$ cat src/rtl/frame_bank_file.sv
// Banked frame register file: whole-bank write, registered whole-bank read,
// and a background engine that copies one bank into another a frame per cycle.
module frame_bank_file #(
    parameter int unsigned DATA_W = 32,
    parameter int unsigned FRAMES = 16,
    parameter int unsigned BANKS  = 2,
    localparam int unsigned BW    = (BANKS > 1) ? $clog2(BANKS) : 1
) (
    input  logic                     clk,
    input  logic                     rst_n,
    input  logic                     wr_en,
    input  logic [BW-1:0]            wr_bank,
    input  logic [FRAMES*DATA_W-1:0] wr_data,
    input  logic [BW-1:0]            rd_bank,
    output logic [FRAMES*DATA_W-1:0] rd_data,
    input  logic                     copy_req,
    input  logic [BW-1:0]            copy_src,
    input  logic [BW-1:0]            copy_dst,
    output logic                     busy,
    output logic                     copy_done,
    output logic                     wr_drop
);

    localparam int unsigned IW     = $clog2(FRAMES);
    localparam logic [BW:0] NBANKS = (BW+1)'(BANKS);
    localparam logic [IW-1:0] LAST = IW'(FRAMES - 1);

    typedef enum logic {IDLE, COPY} state_t;

    state_t            state;
    logic [IW-1:0]     idx;
    logic [BW-1:0]     src_q;
    logic [BW-1:0]     dst_q;
    logic [DATA_W-1:0] mem [BANKS][FRAMES];

    logic wr_ok;
    logic rd_ok;
    logic req_ok;

    always_comb begin
        // A write landing on the bank being filled by the copy engine is dropped whole.
        wr_ok  = wr_en && ({1'b0, wr_bank} < NBANKS) && !(busy && (wr_bank == dst_q));
        rd_ok  = ({1'b0, rd_bank} < NBANKS);
        req_ok = copy_req && ({1'b0, copy_src} < NBANKS) && ({1'b0, copy_dst} < NBANKS);
    end

    always_ff @(posedge clk or negedge rst_n) begin
        if (!rst_n) begin
            for (int unsigned b = 0; b < BANKS; b++) begin
                for (int unsigned f = 0; f < FRAMES; f++) begin
                    mem[b][f] <= '0;
                end
            end
            rd_data   <= '0;
            state     <= IDLE;
            idx       <= '0;
            src_q     <= '0;
            dst_q     <= '0;
            busy      <= 1'b0;
            copy_done <= 1'b0;
            wr_drop   <= 1'b0;
        end else begin
            copy_done <= 1'b0;
            wr_drop   <= wr_en && !wr_ok;

            for (int unsigned f = 0; f < FRAMES; f++) begin
                rd_data[f*DATA_W +: DATA_W] <= rd_ok ? mem[rd_bank][f] : '0;
            end

            if (wr_ok) begin
                for (int unsigned f = 0; f < FRAMES; f++) begin
                    mem[wr_bank][f] <= wr_data[f*DATA_W +: DATA_W];
                end
            end

            case (state)
                IDLE: begin
                    if (req_ok) begin
                        src_q <= copy_src;
                        dst_q <= copy_dst;
                        idx   <= '0;
                        state <= COPY;
                        busy  <= 1'b1;
                    end
                end
                COPY: begin
                    // Source is read live, so writes to src ahead of idx are carried over.
                    mem[dst_q][idx] <= mem[src_q][idx];
                    if (idx == LAST) begin
                        idx       <= '0;
                        state     <= IDLE;
                        busy      <= 1'b0;
                        copy_done <= 1'b1;
                    end else begin
                        idx <= idx + IW'(1);
                    end
                end
                default: state <= IDLE;
            endcase
        end
    end

endmodule

$ cat config.mk
export PLATFORM = sky130hd
export DESIGN_NAME = frame_bank_file
export DESIGN_NICKNAME = d
export VERILOG_FILES = /design/src/rtl/frame_bank_file.sv
export SDC_FILE = /design/constraint.sdc
export NUM_CORES = 2
export LEC_CHECK = 0
export ABC_AREA = 1
export BUFFER_PORTS_ARGS = -buffer_cell sky130_fd_sc_hd__buf_2
export CAP_MARGIN = 0
export CORE_AREA = 2 2 401 403
export CTS_BUF_LIST = sky130_fd_sc_hd__clkbuf_8 sky130_fd_sc_hd__clkbuf_16
export CTS_CLUSTER_DIAMETER = 200
export DETAILED_ROUTE_END_ITERATION = 16
export DIE_AREA = 0 0 403 405
export GPL_TIMING_DRIVEN = 1
export PLACE_DENSITY_LB_ADDON = 0.25
export SLEW_MARGIN = 20
export SYNTH_ARGS = -nofsm -noshare
export SYNTH_HDL_FRONTEND = slang
export SYNTH_SLANG_ARGS = --single-unit
$ cat constraint.sdc
create_clock -name clk -period 3.1 [get_ports clk]
set_input_delay 0.155 -clock clk [delete_from_list [all_inputs] [get_ports clk]]
set_output_delay 0.155 -clock clk [all_outputs]
set_load 0.02 [all_outputs]
==> run metrics <==
status=finished with violations; failing checks=negative setup slack; Slew @ Worst Pin=~1.4 ns; Placer Congestion=just under 1; Chip Height=about 400 um; Static Leak=48.63 nW; DR iter-0 viols=11519; Slew HR=9.582%; Total Die Area=between 150000 and 200000 um^2; P_int=61.90 mW; Critical R2R Launch=src_q$_DFFE_PN0P_; Synth Instances=10568; Sum Neg Setup Slack=-0.7519 ns; worst setup margin=-0.06301 ns; Clk pwr share=between 10% and 20%; Synth Area in Adders=0.06423%; type of the most critical hold path=in2reg; peak per-stage delay on the critical path=roughly 0.55 ns; final max-slew violation count=0; clock-pin slew on the worst setup and hold paths=0.06 ns; Buf+Inv Stages, Crit Path=4; Most Frequent Cell on Critical Path=nand3_1; Final Skew=0.03739 ns; setup slack, reg-to-reg=-0.06 ns; R2R Path End=mem[565]$_DFF_PN0_; root buf cell=clkbuf_16; XOR/XNOR Fraction of Synth Area=0.01124%; Clock Path Buffers=3; multi-input logic area=roughly 32000 um^2; GRT overflow=0; Worst-Skew Late Latency=0.83 ns; Net Switching=63.45 mW; core box area=159300 um^2; fin nets=12330; Num CTS Buffers=roughly 170; DPL Wire Length=253800 um; Port Buf Inserts=1034; Final setup viols=32; Layout area overhead=26.03%; period utilization=102.0%; CTS tree=yes; vias per cell=5.862; first-pass GRT wire length=between 500000 and 600000 um; Mapped Avg Cell Area=approximately 7.4 um^2; critical path endpoint=mem[565]$_DFF_PN0_; largest family of logic cells by synthesized area=simple AND/OR/NAND/NOR gates; 1st-pass router iterations=10; WL/cell=26.09 um; Setup Crit Path Kind=reg2reg; Net Sw Frac=50.62%; number of global-route vias before repair=75409; largest net degree at the start of global routing=201; register share of total power=26.8%; CP Launch Type=flip-flop; CP Cell Sequence=inv_8, buf_4, buf_4, nand2_1, nand3_1, nand3_1, nand3_1, nand2_1, nor2_4, buf_12, a21oi_1; GRT Total Usage=a little over two fifths; Worst EP arrival=3.84 ns; flops & latches, synth=approximately 1500; H-tree levels=4; initial antenna violation count=64; final wirelength=367200 um; sequential cell area=38700 um^2; Sink Count=1546; Req. time, crit path=3.78 ns; start point of the critical path=src_q$_DFFE_PN0P_; post-synthesis cell area=77920 um^2; CP max FO=32; Final Hold Viols=0; Filler cells=13993; Setup Slack @ Placement=-0.1334 ns; Remaining DRCs=0; Row Count=147; Synth cell types=22; r2r worst-path depth=11; io pins=1035; ANT nets after route=0; Synth Area in Compound Gates=17.06%; syn_nets=about 11000; via count=82509; Synth Warn #=0; Critical Path Slowest Stage Cell=dfrtp_4; Initial Utilization=48.92%; die span in x=403 um; Max Clock Freq=approximately 0.32 GHz; number of max-cap violations=0; Comb pwr share=56.0%; Max VDD drop=1842 uV; Pwr Density=1276 nW/um^2; Crit path max-delay family=simple AND/OR/NAND/NOR gates; number of cells on the critical path=11; simple-gate share of the synthesized area=23.24%; critical path endpoint category=flip-flop; sequential share of the synthesized area=49.65%; layout cells sized above 1=14.66%; mux cell area share after synthesis=0%; Final min period=roughly 3.2 ns
==> power groups by stage <==
stage / registers, mW / clock network [mW] / logic, mW
final: 33.7 / 21.4 / 70.3
after global routing: 34.4 / 22.3 / 73.6
after CTS: 33.5 / 21.5 / 67.4
after detailed placement: 33.7 / 0 / 66.3
after global placement: 33.5 / 0 / 65.5
after floorplan: 35.8 / 0 / 32.4
==> final cells by class <==
| class | count | share of cell area [%] |
|---|---|---|
| Sequential cell | 1546 | 39.41 |
| Multi-Input combinational cell | 7108 | 32.47 |
| Timing Repair Buffer | 1906 | 15.26 |
| Clock buffer | 208 | 4.910 |
| Inverter | 1077 | 4.137 |
| Tap cell | 2086 | 2.658 |
| Clock inverter | 94 | 1.035 |
| Antenna cell | 50 | 0.1274 |
==> flip-flops by register name (all words and copies together) (netlist names) <==
signal / count
mem: 1024
rd_data: 512
idx: 4
busy: 1
copy_done: 1
dst_q: 1
src_q: 1
state: 1
wr_drop: 1
==> Yosys cell counts (all sizes together) <==
master	n	share of area, %
xor2	1	0.011
o22ai	1	0.0080
clkbuf	384	1.8
clkinv	1	0.0048
ha	4	0.064
o21ai	1123	7.2
a21oi	1360	8.7
inv	1076	5.2
nand3	868	5.6
o211ai	115	1.1
nor3	1	0.013
nor2	1446	7.1
dfrtp	1546	50
nand2	2188	11
buf	454	2.9
==> worst min path at each step <==
| stage | from | depth (start not counted) | to | slack [ns] |
|---|---|---|---|---|
| finish | wr_data[183] | 4 | mem[855]$_DFF_PN0_ | 0.19 |
| global route | wr_data[220] | 4 | mem[828]$_DFF_PN0_ | 0.20 |
| CTS | wr_data[183] | 4 | mem[855]$_DFF_PN0_ | 0.12 |
| detailed placement | rst_n | 1 | mem[222]$_DFF_PN0_ | 0.21 |
| global placement | rst_n | 1 | mem[222]$_DFF_PN0_ | 0.20 |
| floorplan | rst_n | 0 | busy$_DFFE_PN0P_ | -0.14 |
==> tightest hold or removal path, delay by kind of cell <==
kind / cells / cell delay, ns
buf+inv: 2 / 0.64
compound gates: 2 / 0.16
==> per-stage QoR <==
stage	total power [mW]	hold WS (ns)	instances	area, um^2	util [%]
final	125.3	0.1862	14075	98210	61.66
after global routing	130.3	0.1995	14047	98140	61.61
after CTS	122.3	0.1215	14019	97990	61.52
after detailed placement	99.96	0.2072	13191	86860	54.53
after global placement	98.97	0.2019	13191	86860	54.53
after floorplan	68.12	-0.1406	10568	77920	-
==> cell usage in the layout (no fill, tap or decap), types with 28 or more instances in the layout <==
cell | Yosys | layout
clkbuf_16 | 0 | 174
dfrtp_1 | 1546 | 1543
buf_12 | 0 | 155
clkbuf_8 | 0 | 34
dlygate4sd3_1 | 0 | 522
nand3_1 | 868 | 864
nand2_1 | 2188 | 2187
inv_1 | 1063 | 1088
o211ai_1 | 115 | 115
buf_2 | 392 | 1032
a21oi_1 | 1360 | 1360
nor2_4 | 1 | 66
o21ai_0 | 1113 | 1111
clkinv_2 | 0 | 28
buf_4 | 21 | 195
nor2_1 | 1403 | 1380
diode_2 | 0 | 50
==> layer usage <==
layer  vias up  routed length (um)  GRT usage [%]  share of wire, %
met5         -                 253              0             0.069
met4        38               31980          32.75               8.7
met3      1151               44580          11.38                12
met2      5898              156900          63.58                43
met1     39165              133500          56.38                36
li1      36257                   -              -                 -
==> kinds of logic (layout without fill, tap and decap cells) <==
family,after synthesis,after routing
other cells,0,50
fa+ha+maj,4,4
simple gates,4503,4504
xor+xnor,1,1
compound gates,2599,2599
buf+inv,1915,3285
flops,1546,1546
==> what timing repair did <==
action                                 in CTS  in global routing
gates cloned                                0                  1
setup endpoints to repair                  69                 29
gates resized for setup                     2                  2
buffers inserted                            3                  5
pin swaps                                   1                  3
hold buffers                              523                  0
endpoints found under the hold margin    2372                  0
No activity file was read; power rests on OpenSTA's default activity.
